===== config.mk =====
export PLATFORM = sky130hd
export DESIGN_NAME = alu_mul_seq
export DESIGN_NICKNAME = d
export VERILOG_FILES = /design/src/rtl/alu_mul_seq.sv
export SDC_FILE = /design/constraint.sdc
export NUM_CORES = 1
export LEC_CHECK = 0
export ABC_AREA = 1
export BUFFER_PORTS_ARGS = -buffer_cell sky130_fd_sc_hd__buf_2
export CORE_ASPECT_RATIO = 2
export CORE_UTILIZATION = 50
export CTS_BUF_LIST = sky130_fd_sc_hd__clkbuf_4
export CTS_CLUSTER_SIZE = 28
export DETAILED_ROUTE_END_ITERATION = 10
export PLACE_DENSITY_LB_ADDON = 0.08
export SETUP_SLACK_MARGIN = 0.2
export SLEW_MARGIN = 20
export SYNTH_ARGS = -nofsm -noshare
export SYNTH_HDL_FRONTEND = slang
export SYNTH_SLANG_ARGS = --single-unit

===== constraint.sdc =====
create_clock -name clk -period 1.6 [get_ports clk]
set_input_delay 0.08 -clock clk [delete_from_list [all_inputs] [get_ports clk]]
set_output_delay 0.08 -clock clk [all_outputs]
set_load 0.05 [all_outputs]

===== src/rtl/alu_mul_seq.sv =====
// Sequential shift-and-add multiplier that borrows the shared combinational alu for every
// add and shift. It returns the low 32 bits of op_a*op_b over valid/ready handshakes.
module alu_mul_seq #(
  parameter bit EARLY_EXIT = 1'b1
) (
  input  logic        clk,
  input  logic        reset_n,
  input  logic        start_valid,
  output logic        start_ready,
  input  logic [31:0] op_a,
  input  logic [31:0] op_b,
  output logic [31:0] alu_A,
  output logic [31:0] alu_B,
  output logic [2:0]  alu_ALUOp,
  input  logic [31:0] alu_C,
  output logic        res_valid,
  input  logic        res_ready,
  output logic [31:0] res
);

  typedef enum logic [2:0] {IDLE, ADD, DBL, SHR, DONE} state_t;

  localparam logic [2:0] OP_ADD = 3'd0;
  localparam logic [2:0] OP_SRL = 3'd4;

  state_t      state, state_nxt;
  logic [31:0] acc, acc_nxt;
  logic [31:0] m, m_nxt;
  logic [31:0] q, q_nxt;
  logic [4:0]  cnt, cnt_nxt;

  always_ff @(posedge clk) begin
    if (!reset_n) begin
      state <= IDLE;
      acc   <= '0;
      m     <= '0;
      q     <= '0;
      cnt   <= '0;
    end else begin
      state <= state_nxt;
      acc   <= acc_nxt;
      m     <= m_nxt;
      q     <= q_nxt;
      cnt   <= cnt_nxt;
    end
  end

  // m doubles each iteration (m+m) and q shifts right.
  // acc picks up m whenever the multiplier bit now at q[0] is set.
  always_comb begin
    state_nxt   = state;
    acc_nxt     = acc;
    m_nxt       = m;
    q_nxt       = q;
    cnt_nxt     = cnt;
    alu_A       = '0;
    alu_B       = '0;
    alu_ALUOp   = OP_ADD;
    start_ready = 1'b0;
    res_valid   = 1'b0;
    res         = '0;

    case (state)
      IDLE: begin
        start_ready = 1'b1;
        if (start_valid) begin
          acc_nxt = '0;
          m_nxt   = op_a;
          q_nxt   = op_b;
          cnt_nxt = '0;
          if (EARLY_EXIT && (op_b == '0))
            state_nxt = DONE;
          else if (op_b[0])
            state_nxt = ADD;
          else
            state_nxt = DBL;
        end
      end
      ADD: begin
        alu_A     = acc;
        alu_B     = m;
        acc_nxt   = alu_C;
        state_nxt = DBL;
      end
      DBL: begin
        alu_A     = m;
        alu_B     = m;
        m_nxt     = alu_C;
        state_nxt = SHR;
      end
      SHR: begin
        alu_A     = q;
        alu_B     = 32'd1;
        alu_ALUOp = OP_SRL;
        q_nxt     = alu_C;
        cnt_nxt   = cnt + 5'd1;
        if ((cnt == 5'd31) || (EARLY_EXIT && (alu_C == '0)))
          state_nxt = DONE;
        else if (alu_C[0])
          state_nxt = ADD;
        else
          state_nxt = DBL;
      end
      DONE: begin
        res_valid = 1'b1;
        res       = acc;
        if (res_ready)
          state_nxt = IDLE;
      end
      default: state_nxt = IDLE;
    endcase
  end

endmodule

==> results of run 1 <==
cells by family after synthesis:
| family | after synthesis |
|---|---|
| compound gates | 209 |
| buf+inv | 143 |
| simple gates | 380 |
| flops | 104 |
| fa+ha+maj | 2 |
| other cells | 1 |
cells in the mapped netlist (all sizes together):
cell type,n
a221oi,1
nor2,109
nor3,3
clkbuf,35
ha,2
a21oi,39
nand2,230
buf,30
dfxtp,104
nand3,35
or2,3
a31oi,64
o211ai,1
o221ai,30
conb,1
a22oi,1
o21ai,73
inv,78
per-stage QoR:
stage | util [%] | hold WS (ns) | worst slack [ns]
floorplan | - | 0.227 | -0.259
global placement | 72.9 | 0.348 | 0.00272
detailed placement | 72.9 | 0.353 | -0.0907
==> summary.txt, run 1 <==
Initial Utilization -> 51.8%
Gpl congestion -> 0.887
Post_cts resized -> 315
Chip width -> 75.9 um
Syn avg cell area -> 6.51 um2
Register area share after synthesis -> 38.1%
Yosys top cell by area -> dfxtp_1
Simple-gate area share of the yosys netlist -> 27.9%
Clock Tree Root -> clkbuf_4
Postcts setup bufs -> 30
Cell Area, Synth -> 5460 um2
Clock tree buffer depth -> 2
Clock sink count -> 104
Status -> stopped before the end
Row count -> 53
Num ports -> 201
DP Wirelength -> 14,100 um
Exit stage -> 4_1_cts
Compound-cell area share of the yosys netlist -> 22.8%
First Err -> [ERROR DPL-0038] Utilization greater than 100%, impossible to legalize
Syn. warnings -> 0
IO buf count -> 198
Cts hold-fix bufs -> 97
Adder-cell area share of the yosys netlist -> 0.458%
Total CTS buffers -> 9
Synth top area share -> 38.1%
#FFs+latches synth -> 104
# H-tree levels -> 3
Area post-placement -> 7690 um2
Placed Cells -> 1,146
Top cells by area, synth -> dfxtp_1 38%, nand2_1 16%, nor2_1 7.4%
Die Ht -> 150 um
Cell variety after synth -> 30
Xor-xnor portion of the synthesized cell area -> 0%
Mux cell area share after synthesis -> 0%
Cells after Synth -> 839
Largest family of logic cells by synthesized area -> simple AND/OR/NAND/NOR gates
==> run 2, diff against run 1 <==
Settings changed: CORE_ASPECT_RATIO 2 to not set, CORE_UTILIZATION 50 to 35, CTS_BUF_LIST sky130_fd_sc_hd__clkbuf_4 to not set, CTS_CLUSTER_SIZE 28 to not set, PLACE_DENSITY_LB_ADDON 0.08 to 0.15, SETUP_SLACK_MARGIN 0.2 to not set.
==> summary.txt, run 2 <==
Buf/Inv on CP -> 5
Chip width -> 127 um (+67%)
Fill count -> 1,258
GRT Overall Usage -> 27.3%
DR WL/cell -> 17.8 um
Cell variety after synth -> 30 (unchanged)
Grt total ovfl -> 0
Core area -> 15,200 um2
Hold Startpoint -> op_b[11]
# H-tree levels -> 3 (unchanged)
Max-slew violations -> 0
Syn avg cell area -> 6.51 um2 (unchanged)
Top cells by instance count after synthesis -> 227 x nand2_1, 108 x nor2_1, 104 x dfxtp_1
Cells after Synth -> 839 (unchanged)
Antenna violations before repair -> 0
Largest net degree at the start of global routing -> 35
# DRC -> 0
Num ports -> 201 (unchanged)
Pwr per Cell Area -> 937 nW/um2
Max Cap Viol -> 0
Pre-Repair DR Iteration Count -> 7
Nets -> 1,209
Worst Path Required -> 1.52 ns
Clock tree buffer depth -> 2 (unchanged)
CP max stage cell -> dfxtp_4
CTS tree -> done
Hold path endpoint -> q[11]$_SDFFE_PN0P_
Top cells by area, synth -> dfxtp_1 38%, nand2_1 16%, nor2_1 7.4%
Reg2reg setup slack -> -0.02 ns
Commonest non-fill, non-tap cell in the layout -> nand2_1
Worst Reg-to-Reg Cells -> 10
Clk slew on worst S/H paths -> 0.07 ns
CP delay by family, top -> buffers and inverters
Die Ht -> 127 um (-15%)
Hold WC Path Type -> in -> reg
Clock sink count -> 104 (unchanged)
Crit path launch type -> flop
Failing checks -> negative setup slack
CP most frequent cell -> buf_6
CP max stage delay -> 0.35 ns
Gpl congestion -> 0.813 (-8.4%)
Most frequent cells in the layout -> 218 x nand2_1, 100 x dfxtp_1, 99 x buf_2
N_diodes -> 0
Crit path max fanout -> 8
Placement Setup Slack -> -0.0299 ns (+0.0608 ns)
Period utilisation layout -> 114%
FFs w/ async S/R, synth -> 0% (unchanged)
Vias per inst -> 5.25
Top-count cell post-synth -> nand2_1
Total Neg Setup Slack -> -12.98 ns
Endpoints failing hold -> 0
Clock Tree Root -> clkbuf_16
DRT antenna net count -> 0
Hold Crit Depth -> 3
Area grow syn2layout -> 87.2%
Register area share after synthesis -> 38.1% (unchanged)
Yosys top cell by area -> dfxtp_1
Critical path type -> reg -> out
Final wirelength -> 23,100 um
Largest regs -> acc: 32 flops, m: 32 flops, q: 32 flops
Row count -> 45 (-15%)
Share of layout cells above drive strength 1 -> 38.6%
Die ar. -> 16,100 um2
Clock skew -> 0.00913 ns
Final core occ -> 67.3%
Vias post-DR -> 6,821
Pleak -> 3.96 nW
Clock Latency Late Sink -> 0.35 ns
Vias in the first global route -> 6,376
Final Setup Violations -> 92
Worst vdd ir -> 0.738 mV
Syn. warnings -> 0 (unchanged)
Synth Flop Type -> dfxtp_1
Finished Cell Area -> 10,200 um2
IO buf count -> 198 (unchanged)
DP Wirelength -> 13,600 um (-3.2%)
Crit-path cells -> buf_6 -> nor3_4 -> inv_4 -> nand2_4 -> clkinv_8 -> buf_16 -> nor2_4 -> buf_6
Total CTS buffers -> 9 (unchanged)
Initial Utilization -> 35.9% (-16 points)
Final WS setup -> -0.220 ns
Unrepaired setup endpoints after global routing -> true
Crit path time final -> 1.82 ns
#FFs+latches synth -> 104 (unchanged)
Status -> finished, violations left
Critical R2R Capture -> m[16]$_SDFFE_PN0P_
Initial DRC count -> 589
F_max -> 549 MHz
First-pass GRT wire length -> 34,100 um
CP endpoint kind -> primary output
Crit path DAT -> 1.74 ns
Worst reg2reg startpoint -> state[0]$_SDFFE_PN0P_
Cell Area, Synth -> 5460 um2 (unchanged)
Area post-placement -> 7620 um2 (-0.88%)
EDFF count, synth -> 0 (unchanged)
Synth top area share -> 38.1% (unchanged)
## run 2: layout make-up
class                      count  area [um2]  area share (%)
multi-input combinational    593        3890            38.0
inverter                      78         323            3.16
clock buffer                  10         239            2.34
clock inverter                 6        90.1           0.881
timing repair buffer         321        3360            32.8
sequential                   104        2090            20.5
tap                          188         235            2.30
## run 2: how the worst max path moves through the flow
stage	slack [ns]	cells past startpoint	startpoint	to
after floorplan	-0.26	6	state[0]$_SDFFE_PN0P_	alu_A[0]
after global placement	-0.02	8	state[0]$_SDFFE_PN0P_	alu_B[11]
after detailed placement	-0.03	8	state[0]$_SDFFE_PN0P_	alu_B[7]
after CTS	-0.24	7	state[1]$_SDFFE_PN0P_	alu_A[24]
after global routing	-0.30	8	state[0]$_SDFFE_PN0P_	alu_B[25]
final	-0.22	8	state[0]$_SDFFE_PN0P_	alu_B[24]
## run 2: power by group
part	leakage, nW	total [mW]	internal [mW]	switching (mW)
Combinational	2.94	4.06	1.65	2.41
Clock	0.159	2.44	1.42	1.02
Sequential	0.858	3.08	2.90	0.181
Total	3.96	9.59	5.97	3.61
## run 2: worst register-to-register path, stage by stage, from the launching register on
cell	delay (ns)
dfxtp_4	0.35
buf_6	0.12
nor3_4	0.16
inv_4	0.08
buf_8	0.16
buf_6	0.13
nand2_8	0.12
buf_12	0.12
clkbuf_16	0.13
o21ai_2	0.05
a31oi_1	0.15
## run 2: per-layer routing
layer,GRT usage (%),part of all wire (%),vias up,wire length [um]
met5,0,0,-,0
met2,47.9,51,270,11800
met3,4.81,5.7,31,1310
met4,6.30,1.4,0,330
met1,34.7,42,3185,9710
li1,-,-,3335,-
## run 2: what timing repair did
| item | CTS | global route |
|---|---|---|
| cloned | 7 | 9 |
| hold endpoints to repair | 45 | 0 |
| hold buffers | 45 | 0 |
| setup buffers | 12 | 12 |
| resized for setup | 253 | 83 |
| pin swaps | 4 | 14 |
| endpoints found under the setup margin | 103 | 130 |
## run 2: cell families after synthesis
group / synth area share, %
other: 0.0686
AOI/OAI and AO/OA: 22.8
adders and majority gates: 0.458
and+or+nand+nor: 27.9
DFF: 38.1
buffers and inverters: 10.7
## run 2: per-stage QoR
stage	hold slack (ns)	power (mW)	instances
after global placement	0.352	6.04	1201
final	0.0113	9.59	1300
after global routing	0.00768	10.0	1300
after CTS	0.000339	9.11	1281
after detailed placement	0.354	6.06	1201
after floorplan	0.227	5.28	840
No activity file was read; power rests on OpenSTA's default activity.
